$ cat src/rtl/serial_addsub_acc.sv
// Bit-serial adder/subtractor with accumulator: operands captured in IDLE, then
// summed LSB-first through one full-adder cell and a carry flop, one bit per enabled clock.
module serial_addsub_acc #(
    parameter int WIDTH = 8
) (
    input  logic             clk,
    input  logic             rst_n,
    input  logic             ena,
    input  logic             start,
    input  logic [1:0]       mode,
    input  logic             clr,
    input  logic [WIDTH-1:0] a,
    input  logic [WIDTH-1:0] b,
    output logic             busy,
    output logic             done,
    output logic [WIDTH-1:0] sum,
    output logic             cout,
    output logic             ovf,
    output logic [WIDTH-1:0] acc
);

    localparam int CW = (WIDTH > 1) ? $clog2(WIDTH) : 1;

    typedef enum logic {S_IDLE, S_RUN} state_t;

    state_t           r_state, w_state_next;
    logic [CW-1:0]    r_cnt, w_cnt_next;
    logic [WIDTH-1:0] r_a, w_a_next;
    logic [WIDTH-1:0] r_b, w_b_next;
    logic [WIDTH-1:0] r_res, w_res_next;
    logic             r_c, w_c_next;
    logic             r_acc_mode, w_acc_mode_next;
    logic [WIDTH-1:0] r_sum, w_sum_next;
    logic             r_cout, w_cout_next;
    logic             r_ovf, w_ovf_next;
    logic             r_done, w_done_next;
    logic [WIDTH-1:0] r_acc, w_acc_next;

    logic             w_s;
    logic             w_cmaj;
    logic             w_last;
    logic [WIDTH-1:0] w_result;

    assign w_s      = r_a[0] ^ r_b[0] ^ r_c;
    assign w_cmaj   = (r_a[0] & r_b[0]) | (r_a[0] & r_c) | (r_b[0] & r_c);
    assign w_result = {w_s, r_res[WIDTH-1:1]};
    assign w_last   = (r_cnt == CW'(WIDTH - 1));

    always_comb begin
        w_state_next    = r_state;
        w_cnt_next      = r_cnt;
        w_a_next        = r_a;
        w_b_next        = r_b;
        w_res_next      = r_res;
        w_c_next        = r_c;
        w_acc_mode_next = r_acc_mode;
        w_sum_next      = r_sum;
        w_cout_next     = r_cout;
        w_ovf_next      = r_ovf;
        w_done_next     = 1'b0;
        w_acc_next      = r_acc;

        case (r_state)
            S_IDLE: begin
                if (clr) begin
                    w_acc_next = '0;
                end
                if (start) begin
                    // A clear in the same cycle means the accumulate starts from zero
                    w_a_next        = mode[1] ? (clr ? '0 : r_acc) : a;
                    w_b_next        = mode[0] ? ~b : b;
                    w_c_next        = mode[0];
                    w_acc_mode_next = mode[1];
                    w_cnt_next      = '0;
                    w_state_next    = S_RUN;
                end
            end
            S_RUN: begin
                w_c_next   = w_cmaj;
                w_res_next = w_result;
                w_a_next   = r_a >> 1;
                w_b_next   = r_b >> 1;
                w_cnt_next = r_cnt + CW'(1);
                if (w_last) begin
                    w_sum_next   = w_result;
                    w_cout_next  = w_cmaj;
                    // r_c is the carry into the MSB at this point
                    w_ovf_next   = r_c ^ w_cmaj;
                    w_done_next  = 1'b1;
                    w_cnt_next   = '0;
                    w_state_next = S_IDLE;
                    if (r_acc_mode) begin
                        w_acc_next = w_result;
                    end
                end
            end
            default: w_state_next = S_IDLE;
        endcase
    end

    always_ff @(posedge clk) begin
        if (!rst_n) begin
            r_state    <= S_IDLE;
            r_cnt      <= '0;
            r_a        <= '0;
            r_b        <= '0;
            r_res      <= '0;
            r_c        <= 1'b0;
            r_acc_mode <= 1'b0;
            r_sum      <= '0;
            r_cout     <= 1'b0;
            r_ovf      <= 1'b0;
            r_done     <= 1'b0;
            r_acc      <= '0;
        end else if (ena) begin
            r_state    <= w_state_next;
            r_cnt      <= w_cnt_next;
            r_a        <= w_a_next;
            r_b        <= w_b_next;
            r_res      <= w_res_next;
            r_c        <= w_c_next;
            r_acc_mode <= w_acc_mode_next;
            r_sum      <= w_sum_next;
            r_cout     <= w_cout_next;
            r_ovf      <= w_ovf_next;
            r_done     <= w_done_next;
            r_acc      <= w_acc_next;
        end
    end

    assign busy = (r_state == S_RUN);
    assign done = r_done;
    assign sum  = r_sum;
    assign cout = r_cout;
    assign ovf  = r_ovf;
    assign acc  = r_acc;

endmodule

$ cat config.mk
export PLATFORM = sky130hd
export DESIGN_NAME = serial_addsub_acc
export DESIGN_NICKNAME = d
export VERILOG_FILES = /design/src/rtl/serial_addsub_acc.sv
export SDC_FILE = /design/constraint.sdc
export NUM_CORES = 1
export LEC_CHECK = 0
export CORE_MARGIN = 5
export CORE_UTILIZATION = 44
export CTS_CLUSTER_SIZE = 20
export DETAILED_ROUTE_END_ITERATION = 6
export PLACE_DENSITY_LB_ADDON = 0.05
export SYNTH_ARGS = -nofsm -noshare
export SYNTH_HDL_FRONTEND = slang
export SYNTH_SLANG_ARGS = --single-unit
$ cat constraint.sdc
create_clock -name clk -period 1.9 [get_ports clk]
set_clock_uncertainty 0.05 [all_clocks]
set_input_delay 0.285 -clock clk [delete_from_list [all_inputs] [get_ports clk]]
set_output_delay 0.285 -clock clk [all_outputs]
set_load 0.005 [all_outputs]
==> impl_metrics.env <==
export IMPL_status="complete, no violations"
export IMPL_total_leakage_power_nw=0.9248
export IMPL_reg2reg_depth=5
export IMPL_route_detailed_drc=0
export IMPL_synth_top_family_by_area="compound AO/OA/AOI/OAI gates"
export IMPL_path_clk_slew_ns=0.08
export IMPL_std_cell_rows=24
export IMPL_dr_first_iter_drc_count=61
export IMPL_period_share_pct=93.99
export IMPL_critPathCaptureType="output port"
export IMPL_clock_latency_ns=0.30
export IMPL_gp_congestion=0.8029
export IMPL_die_area_um2=6090
export IMPL_postLayoutSetupSlackWorst_ns=0.1143
export IMPL_cp_required_ns=1.56
export IMPL_seq_area_frac_synth_pct=47.17
export IMPL_slew_viol_final=0
export IMPL_cp_startpoint="busy"
export IMPL_die_h_um=78.04
export IMPL_avgSynthCellArea_um2=8.973
export IMPL_synth_seq_cells=48
export IMPL_wl_um=4745
export IMPL_hold_buffers=0
export IMPL_antenna_found_initial=0
export IMPL_synthMuxAreaShare_pct=0.9828
export IMPL_finalSetupTns_ns=0
export IMPL_cpPeakStageDelay_ns=0.58
export IMPL_synth_edf_count=0
export IMPL_cts_buffers=5
export IMPL_cts_sinks=48
export IMPL_synth_ff_type="dfxtp_1"
export IMPL_power_density_nw_per_um2=728.8
export IMPL_antennaDiodeCount=0
export IMPL_yosys_area_top_type_share_pct=47.17
export IMPL_nNetsFinal=298
export IMPL_period_minus_slack_ns=1.786
export IMPL_worstPathArrival_ns=1.45
export IMPL_overflow=0
export IMPL_slowest_stage="clkdlybuf4s50_1"
export IMPL_synthTopCellsByArea="dfxtp_1, nand2_1, a21oi_1"
export IMPL_cts_resized_gates=0
export IMPL_final_layout_size_suffix_gt1_share_pct=8.059
export IMPL_holdPathStages=2
export IMPL_synth_simple_gate_area_share_pct=16.83
export IMPL_synth_area_um2=2037
export IMPL_io_buffers=42
export IMPL_synthAdderAreaFrac_pct=2.211
export IMPL_io_pins=43
export IMPL_detail_route_wl_per_cell_um=14.60
export IMPL_ys_types=34
export IMPL_tritoncts="built"
export IMPL_viasPerCell=5.400
export IMPL_worstPathMaxFanout=12
export IMPL_crit_chain="clkdlybuf4s50_1"
export IMPL_grt_max_degree=28
export IMPL_clock_path_buffers=2
export IMPL_syn_nets=253
export IMPL_synth_compound_area_share_pct=23.77
export IMPL_place_hpwl_um=3453
export IMPL_synth_xor_area_share_pct=3.870
export IMPL_grt_total_usage_pct=15.86
export IMPL_slew_headroom_pct=68.39
export IMPL_min_delay_path_class="reg2reg"
export IMPL_dr_pass1_iters=4
export IMPL_synth_area_leader_cell="dfxtp_1"
export IMPL_cts_setup_buffers=0
export IMPL_start_kind="flop"
export IMPL_fin_hold_ws_ns=0.3983
export IMPL_drv_cap=0
export IMPL_critical_path_class="reg2out"
export IMPL_hold_path_startpoint="r_b[4]"
export IMPL_grt_pass1_wl_um=8004
export IMPL_core_area_um2=4414
export IMPL_rsz0062_at_grt="no"
export IMPL_cp_top_family="buffers and inverters"
export IMPL_r2r_start="r_cnt[0]"
export IMPL_ys_async_sr_fraction_pct=0
export IMPL_ir_worst_vdd_v=0.0003808
export IMPL_ant_nets=0
export IMPL_netlist_instances=227
export IMPL_chipWidth_um=78.04
export IMPL_area_growth_pct=28.50
export IMPL_fmax_ghz=0.5600
export IMPL_grt_pass1_vias=1650
export IMPL_hold_viol_final=0
export IMPL_cp_num_cells=1
export IMPL_start_util_pct=46.15
export IMPL_layout_common_cells="dfxtp_1, nand2_1, clkdlybuf4s50_1"
export IMPL_htreeDepth=2
export IMPL_final_common_cell="dfxtp_1"
export IMPL_vias=1755
export IMPL_cts_root_buffer="clkbuf_8"
export IMPL_critPathBufInv=1
export IMPL_yosysWarnings=0
export IMPL_tightest_slew_ns=0.4726
export IMPL_setup_viol=0
export IMPL_pre_cts_ws_ns=0.1430
logic make-up after synthesis:
group / after synthesis
adders and majority gates: 3
AOI/OAI and AO/OA: 71
buffers and inverters: 18
and+or+nand+nor: 76
DFF: 48
muxes: 2
xor gates and xnor gates: 9
power by group:
part / leakage [nW] / internal, W / total, W / switching, W
Combinational: 0.491 / 0.000116 / 0.000231 / 0.000115
Sequential: 0.389 / 0.00103 / 0.00105 / 0.0000199
Clock: 0.0445 / 0.000296 / 0.000624 / 0.000328
worst paths after layout:
check | to | slack (ns)
worst max-delay path | busy | 0.11
worst min-delay path | r_b[4] | 0.40
worst max register to register | acc[5] | 0.31
worst min register to register | r_b[4] | 0.40
layer usage:
| layer | vias to the layer above | track usage (%) | part of all wire [%] |
|---|---|---|---|
| met3 | 9 | 4.691 | 6.4 |
| met5 | - | 0 | 0 |
| met1 | 797 | 23.20 | 50 |
| met4 | 0 | 4.899 | 1.6 |
| li1 | 897 | - | - |
| met2 | 52 | 22.35 | 42 |
state kept, by name, summed over array words and instances, names as in the netlist:
name        flops
busy            1
acc             8
done            1
r_a             8
ovf             1
r_c             1
sum             8
r_res           7
r_b             8
r_cnt           3
cout            1
r_acc_mode      1
synthesized netlist by cell type, types with 4 or more instances:
library cell / number
clkbuf_1: 4
o21ai_0: 9
nand2_1: 42
o211ai_1: 6
dfxtp_1: 48
nor2_1: 10
a21oi_1: 24
nand2b_1: 7
a221oi_1: 7
buf_2: 6
xor2_1: 8
a22o_1: 8
o31ai_1: 8
nand3_1: 9
stage by stage:
step / total power [W] / utilization, % / std cells / cell area (µm²)
finish: 0.001908 / 59.30 / 325 / 2618
global route: 0.002001 / 59.30 / 325 / 2618
CTS: 0.001926 / 59.30 / 325 / 2618
detailed placement: 0.001308 / 57.17 / 317 / 2524
global placement: 0.001307 / 57.17 / 317 / 2524
floorplan: 0.001215 / - / 227 / 2037
layout make-up:
class / instances / area [µm²]
fill: 400 / 1797
multi-input combinational: 161 / 970.9
sequential: 48 / 960.9
timing repair buffer: 53 / 515.5
clock buffer: 7 / 86.33
tap: 52 / 65.06
inverter: 3 / 11.26
clock inverter: 1 / 7.507
Note: power is estimated with default switching activity, not from simulation.
